[src/rtl/ddr_rd_arbiter.sv]
// Two-requester round-robin read arbiter in front of a single DDR read port.
// One read is outstanding at a time; a read that never completes is closed by a wait-cycle timeout.
module ddr_rd_arbiter #(
    parameter int ADDR_W  = 32,
    parameter int DATA_W  = 512,
    parameter int TIMEOUT = 1024
) (
    input  logic              clk,
    input  logic              rst,
    input  logic              req0,
    input  logic [ADDR_W-1:0] addr0,
    input  logic              req1,
    input  logic [ADDR_W-1:0] addr1,
    output logic              rsp0,
    output logic              rsp1,
    output logic [DATA_W-1:0] rsp_data,
    output logic              rsp_err,
    output logic              ddr_rd,
    output logic [ADDR_W-1:0] readAdd,
    input  logic              ddr_rd_valid,
    input  logic              ddr_rd_done,
    input  logic [DATA_W-1:0] ddr_rd_data,
    output logic              busy,
    output logic              timeout_sticky
);

    typedef enum logic [1:0] {IDLE, ISSUE, WAIT, RESP} state_t;

    localparam logic [15:0] WAIT_LAST = 16'(TIMEOUT - 1);

    state_t      state;
    logic        grantId;
    logic        lastGrant;
    logic [15:0] waitCnt;
    logic        pick;
    logic        complete;

    // Under contention the requester not served last wins; otherwise the lone requester wins.
    assign pick     = (req0 && req1) ? ~lastGrant : ~req0;
    assign complete = ddr_rd_valid && ddr_rd_done;

    always_ff @(posedge clk or posedge rst) begin
        if (rst) begin
            state          <= IDLE;
            grantId        <= 1'b0;
            lastGrant      <= 1'b1;
            waitCnt        <= '0;
            ddr_rd         <= 1'b0;
            readAdd        <= '0;
            rsp0           <= 1'b0;
            rsp1           <= 1'b0;
            rsp_data       <= '0;
            rsp_err        <= 1'b0;
            busy           <= 1'b0;
            timeout_sticky <= 1'b0;
        end else begin
            ddr_rd  <= 1'b0;
            rsp0    <= 1'b0;
            rsp1    <= 1'b0;
            rsp_err <= 1'b0;
            case (state)
                IDLE: begin
                    if (req0 || req1) begin
                        grantId <= pick;
                        readAdd <= pick ? addr1 : addr0;
                        ddr_rd  <= 1'b1;
                        busy    <= 1'b1;
                        state   <= ISSUE;
                    end
                end
                ISSUE: begin
                    waitCnt <= '0;
                    state   <= WAIT;
                end
                WAIT: begin
                    // Completion is tested first so it wins over a coincident timeout.
                    if (complete) begin
                        rsp_data <= ddr_rd_data;
                        rsp0     <= ~grantId;
                        rsp1     <= grantId;
                        state    <= RESP;
                    end else if (waitCnt == WAIT_LAST) begin
                        rsp_data       <= '0;
                        rsp_err        <= 1'b1;
                        timeout_sticky <= 1'b1;
                        rsp0           <= ~grantId;
                        rsp1           <= grantId;
                        state          <= RESP;
                    end else begin
                        waitCnt <= waitCnt + 16'd1;
                    end
                end
                RESP: begin
                    lastGrant <= grantId;
                    busy      <= 1'b0;
                    state     <= IDLE;
                end
                default: begin
                    busy  <= 1'b0;
                    state <= IDLE;
                end
            endcase
        end
    end

endmodule

[config.mk]
export PLATFORM = sky130hd
export DESIGN_NAME = ddr_rd_arbiter
export DESIGN_NICKNAME = d
export VERILOG_FILES = /design/src/rtl/ddr_rd_arbiter.sv
export SDC_FILE = /design/constraint.sdc
export NUM_CORES = 1
export LEC_CHECK = 0
export CAP_MARGIN = 20
export CELL_PAD_IN_SITES_DETAIL_PLACEMENT = 0
export CELL_PAD_IN_SITES_GLOBAL_PLACEMENT = 1
export CORE_AREA = 2 2 441 443
export DETAILED_ROUTE_END_ITERATION = 12
export DIE_AREA = 0 0 443 445
export PLACE_DENSITY = 0.36
export SLEW_MARGIN = 10
export SYNTH_ARGS = -nofsm -noshare
export SYNTH_HDL_FRONTEND = slang
export SYNTH_SLANG_ARGS = --single-unit
[constraint.sdc]
create_clock -name clk -period 48.2 [get_ports clk]
set_input_delay 9.64 -clock clk [delete_from_list [all_inputs] [get_ports clk]]
set_output_delay 9.64 -clock clk [all_outputs]
set_load 0.05 [all_outputs]
==> out/results.txt <==
Status = finished, final reports clean
Slowest stage cell, crit path = buf_4
Seq/Total Area, Yosys = 68.1%
Asr flop ratio synth = 100%
Top_reg_cell synth = dfrtp_1
Syn Inst Count = 1414
Final Power = 3.11 mW
Largest net degree at the start of global routing = 132
DP Wirelength = 91.3 mm
Number of synthesized register bits = 570
CTS tree = done
Worst-Margin Slew = 1070 ps
Critical path launch point type = primary input
PwrDens = 82.9 nW/µm²
Routed WL = 122 mm
Unrepaired setup endpoints after global routing = false
R2R depth = 8
Clock insertion delay at the later pin of the skew report = 700 ps
Slew HR = 29.0%
Core Area = 192000 µm²
# IOs = 1132
WS Path Type = in -> reg
Max Cap Violations = 0
1st-iter DRT viols = 816
F_max = 0.0749 GHz
Crit path DAT = 13960 ps
Buf/Inv on CP = 5
PostCTS Resize Cnt = 0
Synth warnings = 0
DRT Pass-1 Iters = 4
Highest Signal Layer = met5
RR Endpoint = rsp_data[366]
Via count = 17.4k
CTS Buffer Depth = 3
Period utilization = 27.7%
Tightest Hold Check Type = reg -> reg
Post-CTS setup buffers = 0
Hold Vio Cnt, Final = 0
Layout area overhead = 79.3%
R2r setup slk = 43300 ps
Cell Area, Synth = 21000 µm²
Syn nets = 2002
Met3 WL = 8.95 mm
CP top delay family = buffers and inverters
Total congestion overflow = 0
Nets = 3113
Hold path start = timeout_sticky
DR WL/cell = 23.8 µm
Htree depth = 3
Routability congestion estimate = 0.793
First-pass GRT wire length = 165 mm
Leak pwr = 16.0 nW
Routed vias/inst = 3.39
Initial core utilization = 10.9%
Clock Sinks = 570
Share of cells above drive strength 1 = 6.36%
Number of cells on the critical path = 7
Mean Syn Cell Area = 14.8 µm²
Hold endpoint = timeout_sticky
Initial antenna violation count = 35
Final Critical Period = 13350 ps
Clock Skew = 23.5 ps
Hold Path Cell Cnt = 1
Port Buf Inserts = 1131
CP peak stage delay = 800 ps
Required time worst endpoint = 48810 ps
Post-DRT Antenna Nets = 0
Total GRT Usage = 12.0%
Hold-fix buffers, CTS = 0
Die area = 197000 µm²
Synth cell types = 45
WL met2 = 65.9 mm
Util after Layout = 19.6%
Filler cells = 20.8k
Critical-path cell list = clkdlybuf4s50_1 -> and3_4 -> buf_4 -> buf_4 -> buf_4 -> buf_4 -> a22o_1
Post-synth EDFFs = 0
Crit. End Element = flop
Slew Limit Fails = 0
CTS Buf Count = 81
Die H = 445 µm
Worst VDD drop = 37.4 µV
Final hold slack = 476 ps
Cell row count = 161
Clk root buf = clkbuf_16
CP Max Fanout = 72
Final setup fails = 0
Fin Setup TNS = 0 ps
Dpl cell area = 34800 µm²
Design area = 37600 µm²
M1 wire length = 44.4 mm
FF-to-FF Start = state[0]
Die Wd = 443 µm
Crit path top cell by count = buf_4
Clk slew on worst S/H paths = 60 ps
Drt drc = 0
Via count of the first global-routing pass = 18.6k
[area by class of cell]
cell class / instances / area, µm² / area share [%]
Multi-Input combinational cell: 707 / 5810 / 15.5
Antenna cell: 5 / 12.5 / 0.0333
Sequential cell: 570 / 14300 / 38.0
Inverter: 8 / 37.5 / 0.0999
Timing Repair Buffer: 1157 / 11500 / 30.7
Clock inverter: 16 / 230 / 0.613
Clock buffer: 135 / 2520 / 6.71
Tap cell: 2526 / 3160 / 8.41
[through the flow]
| stage | setup WS [ps] | cells |
|---|---|---|
| 5_1_grt | 34620 | 5123 |
| 3_5_place_dp | 34120 | 4968 |
| 6_report | 34850 | 5124 |
| 2_1_floorplan | 22620 | 1414 |
| 3_3_place_gp | 34060 | 4968 |
| 4_1_cts | 34910 | 5119 |
[per-layer routing]
metal  vias up  global-route usage [%]
li1       7672                       -
met1      8914                    12.8
met2       592                    22.0
met3       156                    4.25
met4        24                    3.36
met5         -                       0
[cells in the final DEF (no fill, tap or decap), types with 2 or more instances in the layout]
cell	synthesis	final
clkdlybuf4s50_1	0	1131
dfrtp_1	569	569
a22o_1	512	512
clkbuf_16	0	82
nand2_1	43	43
mux2i_1	37	37
o21ai_0	35	34
clkbuf_8	0	27
clkbuf_1	67	26
buf_4	1	24
nor2_1	8	8
inv_1	8	7
nand4_1	6	6
nand3_1	6	6
ha_1	6	6
diode_2	0	5
nor4_1	5	5
nor3_1	5	5
clkinv_2	0	5
a21oi_1	4	4
a221o_1	4	4
nor2b_1	3	3
mux2_2	3	3
and4_1	2	2
o21ai_4	0	2
or4_1	2	2
and2_1	2	2
or2_2	2	2
a31oi_1	2	2
clkinv_16	0	2
clkinv_8	0	2
bufinv_16	0	2
clkinvlp_4	0	2
buf_12	0	2
[cells in the mapped netlist (all sizes together) (3+ instances only)]
cell	instances	area share, %
nor2b	3	0.090
inv	8	0.14
o21ai	36	0.86
a22o	512	21
nor3	5	0.12
mux2	3	0.16
nor2	8	0.14
dfrtp	569	68
a221o	4	0.19
a21oi	5	0.14
clkbuf	67	1.2
ha	6	0.36
nand3	6	0.14
nand2	43	0.77
mux2i	37	1.8
nand4	6	0.18
buf	62	3.0
nor4	6	0.21
[kinds of logic after synthesis]
group,Yosys count,share of synthesized area [%]
compound gates,569,23.1
xor+xnor,1,0.0418
fa+ha+maj,6,0.358
buf+inv,137,4.39
flops,570,68.1
mux,40,1.93
simple gates,91,2.16
[worst max-delay path by stage]
| stage | to | start | slack [ps] |
|---|---|---|---|
| floorplan | busy | rst | 22620 |
| finish | rsp_data[366] | ddr_rd_valid | 34850 |
| detailed placement | rsp_data[398] | ddr_rd_valid | 34120 |
| CTS | rsp_data[287] | ddr_rd_valid | 34910 |
| global route | rsp_data[351] | ddr_rd_valid | 34620 |
| global placement | rsp_data[392] | ddr_rd_valid | 34060 |
[worst reg2reg max path: cells and delay by family (launching register included)]
kind	cells	cell delay [ps]
buffers and inverters	5	3230
and+or+nand+nor	1	510
DFF	1	410
adders and majority gates	1	400
AOI/OAI and AO/OA	1	270
[power breakdown]
group	switching (mW)	internal, mW	leakage (nW)	total (mW)
Combinational	1.11	0.556	7.52	1.66
Clock	0.251	0.369	1.34	0.619
Sequential	0.135	0.696	7.13	0.831
Total	1.49	1.62	16.0	3.11
[sequential cells by signal, indices dropped and copies added (netlist names)]
signal,count
lastGrant,1
grantId,1
timeout_sticky,1
readAdd,32
rsp1,1
rsp0,1
rsp_data,512
rsp_err,1
waitCnt,16
state,2
ddr_rd,1
busy,1
Note: power is estimated with default switching activity, not from simulation.
